### config.mk
export PLATFORM = sky130hd
export DESIGN_NAME = stop_debounce_ctrl
export DESIGN_NICKNAME = d
export VERILOG_FILES = /design/src/rtl/stop_ctrl_pkg.sv /design/src/rtl/stop_debounce_ctrl_sync.sv /design/src/rtl/stop_debounce_ctrl.sv
export SDC_FILE = /design/constraint.sdc
export NUM_CORES = 1
export LEC_CHECK = 0
export ABC_AREA = 1
export ABC_CLOCK_PERIOD_IN_PS = 1600
export CELL_PAD_IN_SITES_DETAIL_PLACEMENT = 0
export CELL_PAD_IN_SITES_GLOBAL_PLACEMENT = 2
export CORE_AREA = 4 4 45 47
export DETAILED_ROUTE_END_ITERATION = 8
export DIE_AREA = 0 0 49 51
export GPL_TIMING_DRIVEN = 1
export PLACE_DENSITY = 0.71
export SETUP_SLACK_MARGIN = 0.5
export SLEW_MARGIN = 20
export SYNTH_ARGS = -nofsm -noshare
export SYNTH_HDL_FRONTEND = slang
export SYNTH_HIERARCHICAL = 1
export SYNTH_SLANG_ARGS = --single-unit
### constraint.sdc
create_clock -name clk -period 1.6 [get_ports clk]
set_input_delay 0.32 -clock clk [delete_from_list [all_inputs] [get_ports clk]]
set_output_delay 0.32 -clock clk [all_outputs]
set_load 0.005 [all_outputs]
### src/rtl/stop_ctrl_pkg.sv
// Shared types and default constants for the stop/debounce front end.
package stop_ctrl_pkg;

    typedef enum logic [1:0] {
        IDLE         = 2'b00,
        PRESS_WAIT   = 2'b01,
        PRESSED      = 2'b10,
        RELEASE_WAIT = 2'b11
    } deb_state_t;

    localparam int DEB_CYCLES_DEF    = 4;
    localparam int SYNC_STAGES_DEF   = 2;
    localparam int RESUME_CYCLES_DEF = 16;

endpackage

### src/rtl/stop_debounce_ctrl_sync.sv
// Generic flop-chain synchronizer for asynchronous board inputs.
module btn_sync
    import stop_ctrl_pkg::*;
#(
    parameter int SYNC_STAGES = SYNC_STAGES_DEF
) (
    input  logic clk,
    input  logic rst,
    input  logic level,
    output logic synced
);

    logic [SYNC_STAGES-1:0] chain;

    always_ff @(posedge clk or posedge rst) begin
        if (rst) begin
            chain <= '0;
        end else begin
            chain <= {chain[SYNC_STAGES-2:0], level};
        end
    end

    assign synced = chain[SYNC_STAGES-1];

endmodule

### src/rtl/stop_debounce_ctrl.sv
// Button synchronizer, debounce FSM and Stop generation (hold or toggle mode).
// Optional build macro AUTO_RESUME_EN: toggle-mode Stop self-clears after RESUME_CYCLES.
module stop_debounce_ctrl
    import stop_ctrl_pkg::*;
#(
    parameter int DEB_CYCLES    = DEB_CYCLES_DEF,
    parameter int SYNC_STAGES   = SYNC_STAGES_DEF,
    parameter int RESUME_CYCLES = RESUME_CYCLES_DEF
) (
    input  logic clk,
    input  logic rst,
    input  logic btn_raw,
    input  logic mode,
    output logic Stop,
    output logic btn_clean,
    output logic btn_pulse
);

    localparam int CNT_W = $clog2(DEB_CYCLES + 1);
    localparam logic [CNT_W-1:0] DEB_LAST = CNT_W'(DEB_CYCLES);

    if (DEB_CYCLES < 1 || SYNC_STAGES < 2 || RESUME_CYCLES < 1) begin : g_param_check
        $error("stop_debounce_ctrl: illegal parameter value");
    end

    logic             sync_btn;
    deb_state_t       state, state_next;
    logic [CNT_W-1:0] cnt, cnt_next;
    logic             press_acc, release_acc;
    logic             toggle_reg;

    btn_sync #(
        .SYNC_STAGES(SYNC_STAGES)
    ) u_sync (
        .clk   (clk),
        .rst   (rst),
        .level (btn_raw),
        .synced(sync_btn)
    );

    always_ff @(posedge clk or posedge rst) begin
        if (rst) begin
            state <= IDLE;
            cnt   <= '0;
        end else begin
            state <= state_next;
            cnt   <= cnt_next;
        end
    end

    // Count consecutive samples that disagree with the accepted level; any agreeing sample restarts.
    always_comb begin
        state_next  = state;
        cnt_next    = cnt;
        press_acc   = 1'b0;
        release_acc = 1'b0;
        unique case (state)
            IDLE: begin
                if (sync_btn) begin
                    if (DEB_CYCLES == 1) begin
                        state_next = PRESSED;
                        press_acc  = 1'b1;
                    end else begin
                        state_next = PRESS_WAIT;
                        cnt_next   = CNT_W'(1);
                    end
                end
            end
            PRESS_WAIT: begin
                if (!sync_btn) begin
                    state_next = IDLE;
                    cnt_next   = '0;
                end else if (cnt + 1'b1 == DEB_LAST) begin
                    state_next = PRESSED;
                    cnt_next   = '0;
                    press_acc  = 1'b1;
                end else begin
                    cnt_next = cnt + 1'b1;
                end
            end
            PRESSED: begin
                if (!sync_btn) begin
                    if (DEB_CYCLES == 1) begin
                        state_next  = IDLE;
                        release_acc = 1'b1;
                    end else begin
                        state_next = RELEASE_WAIT;
                        cnt_next   = CNT_W'(1);
                    end
                end
            end
            RELEASE_WAIT: begin
                if (sync_btn) begin
                    state_next = PRESSED;
                    cnt_next   = '0;
                end else if (cnt + 1'b1 == DEB_LAST) begin
                    state_next  = IDLE;
                    cnt_next    = '0;
                    release_acc = 1'b1;
                end else begin
                    cnt_next = cnt + 1'b1;
                end
            end
            default: begin
                state_next = IDLE;
                cnt_next   = '0;
            end
        endcase
    end

    always_ff @(posedge clk or posedge rst) begin
        if (rst) begin
            btn_clean <= 1'b0;
            btn_pulse <= 1'b0;
        end else begin
            btn_pulse <= press_acc;
            if (press_acc) begin
                btn_clean <= 1'b1;
            end else if (release_acc) begin
                btn_clean <= 1'b0;
            end
        end
    end

`ifdef AUTO_RESUME_EN
    localparam int TMR_W = $clog2(RESUME_CYCLES + 1);
    localparam logic [TMR_W-1:0] TMR_LAST = TMR_W'(RESUME_CYCLES - 1);

    logic [TMR_W-1:0] resume_tmr;
    logic             timeout;

    assign timeout = mode && toggle_reg && (resume_tmr == TMR_LAST);

    // A press landing on the timeout edge must leave Stop released, not flip it twice.
    always_ff @(posedge clk or posedge rst) begin
        if (rst) begin
            toggle_reg <= 1'b0;
            resume_tmr <= '0;
        end else begin
            if (press_acc) begin
                toggle_reg <= timeout ? 1'b0 : ~toggle_reg;
            end else if (timeout) begin
                toggle_reg <= 1'b0;
            end
            if (press_acc || timeout || !mode || !toggle_reg) begin
                resume_tmr <= '0;
            end else begin
                resume_tmr <= resume_tmr + 1'b1;
            end
        end
    end
`else
    always_ff @(posedge clk or posedge rst) begin
        if (rst) begin
            toggle_reg <= 1'b0;
        end else if (press_acc) begin
            toggle_reg <= ~toggle_reg;
        end
    end
`endif

    always_comb begin
        Stop = mode ? toggle_reg : btn_clean;
    end

endmodule

==> impl_metrics.yaml <==
route:
  post_drt_wl_per_cell_um: 10.4
  dr.pass1.iters: 3
  vias: 340
  post_drt_via_cell_ratio: 4.42
  ant_nets: 0
  postRouteWirelength_um: 797
  drt_iter0_drc: 9
  drc: 0
synth:
  syn_inst: 48
  synth_seq_cells: 10
  ys_warn_count: 6
  syn-cell-area_um2: 467
  postSynthAreaPerCell_um2: 9.72
  seq_area_frac_synth_pct: 53.6
  synthesis.nets: 56
  synth_cell_type_count: 14
timing:
  slew_headroom_pct: 79.4
  slew_viol_final: 0
  hold_violations: 0
  rsz0062_at_grt: "yes"
  setup_viol: 0
  post-route-period-util_pct: 81.6
  skew_ps: 1.22
  fin_setup_tns_ps: 0
  worstMarginPinSlew_ps: 309
  hold_ws_ps: 232
  fmax_ghz: 0.766
  finalCriticalPeriod_ps: 1310
finish:
  nFillCells: 165
  antenna_cells: 0
  layout.nets: 70
  final_common_cell: "dfrtp_1"
  final_core_util_pct: 40.1
  drive_above_1_share_pct: 40.0
  reg.largest.list: "cnt x3, u_sync/chain x2"
  largest_reg_flops: 3
  final_cell_mix: "10 x dfrtp_1, 9 x inv_1, 7 x nand2_1"
  syn_to_final_growth_pct: 41.8
  largest_register: "cnt"
status:
  status: "complete, no violations"
clocking:
  cts_root_buf: "clkbuf_4"
  cts.sinks: 10
  clk_pin_slew_ps: 60
  cts_buffers: 3
  cts-hold-fix-buffers: 0
  clock_latency_ps: 260
  cts_tree: "built"
  cts_max_level: 1
  max-clock-path-buffers: 2
floorplan:
  start_util_pct: 28.3
  die_w_um: 49
  die_area_um2: 2500
  io_pins: 7
  core.rowCount: 15
  die_h_um: 51
  core_area_um2: 1650
setup_path:
  reg2reg_slack_ps: 480
  reg2reg_to: "toggle_reg"
  crit_arrival_ps: 990
  critPathKind: "reg -> out"
  rr_worst_depth: 7
  cp_max_fo: 2
  cp.required_ps: 1280
  crit_chain: "buf_6 > nor2_4 > a21oi_2 > buf_2"
  setup.worst_path.start_class: "flop"
  endpoint_kind: "output port"
  cpPeakStageDelay_ps: 390
  r2r_start: "cnt[1]"
  critPathSlowestCell: "dfrtp_1"
global_route:
  grt-ovfl-total: 0
  track_usage_pct: 8.09
  grt_pass1_wl_um: 1500
  grt_pass1_vias: 339
  antenna_found_initial: 0
  grt_max_degree: 9
power:
  p_leak_nw: 0.332
  total_power_mw: 0.978
  ir_drop_mv: 0.601
  cellPowerDensity_nw_per_um2: 1480
hold_path:
  hp-class: "in -> async"
flow_run:
  maxCapViolations: 0
placement:
  dp_hpwl_um: 555
  place_congestion: 0.682
  numPortBuffers: 6
-- worst max path at each step --
stage | startpoint | endpoint | depth (start not counted)
floorplan | cnt[0] | btn_clean | 6
global placement | mode | Stop | 4
detailed placement | mode | Stop | 4
CTS | btn_clean | Stop | 4
global route | btn_clean | Stop | 4
finish | btn_clean | Stop | 4
-- per-layer routing --
layer  global-route usage, %  routed length [um]
met3                    2.92                  43
met4                    8.07                  13
met1                    9.42                 337
met2                    11.1                 402
met5                       0                   0
-- area by class of cell --
| class | instances | area [um^2] | share of cell area (%) |
|---|---|---|---|
| Sequential cell | 10 | 250 | 37.8 |
| Multi-Input combinational cell | 28 | 250 | 37.8 |
| Timing Repair Buffer | 9 | 80.1 | 12.1 |
| Inverter | 10 | 37.5 | 5.67 |
| Clock buffer | 3 | 22.5 | 3.40 |
| Tap cell | 17 | 21.3 | 3.21 |
-- per-stage QoR --
stage | instances | cell area [um^2] | setup WS [ps]
floorplan | 48 | 467 | 501
CTS | 77 | 623 | 270
finish | 77 | 662 | 295
global placement | 71 | 548 | -173
global route | 77 | 662 | 223
detailed placement | 71 | 548 | -185
-- what timing repair did --
action / 4_1_cts / 5_1_grt
cloned: 0 / 0
hold endpoints to repair: 0 / 0
gates resized for setup: 23 / 10
endpoints found under the setup margin: 7 / 6
pin swaps: 4 / 0
buffers inserted: 3 / 0
-- cell usage after synthesis --
library cell,number,area [um^2]
nor2_1,1,3.75
inv_2,1,3.75
nand2_4,1,11.3
nand2_2,3,18.8
inv_1,9,33.8
a21oi_1,1,5.00
dfrtp_1,10,250
nand4_1,2,12.5
nand3_1,2,10.0
nor2_4,1,11.3
o21ai_0,3,15.0
a21boi_0,1,7.51
ha_1,4,50.1
nand2_1,9,33.8
-- where the power goes --
group | internal, mW | switching [mW]
sequential | 0.329 | 0.0850
combinational | 0.217 | 0.184
clock | 0.0865 | 0.0773
-- cells by family (layout without fill, tap and decap cells) --
logic type	Yosys count	count (layout)	share of synthesized area, %
compound gates	5	5	5.90
fa+ha+maj	4	4	10.7
buf+inv	10	22	8.04
flops	10	10	53.6
simple gates	19	19	21.7
-- worst max-delay path, delay by kind of cell, from the launching register on --
kind	cells	cell delay, ps
AND/OR/NAND/NOR	1	70
flip-flops	1	390
buffers and inverters	2	240
AO/OA/AOI/OAI	1	30
(Power assumes the default switching activity.)
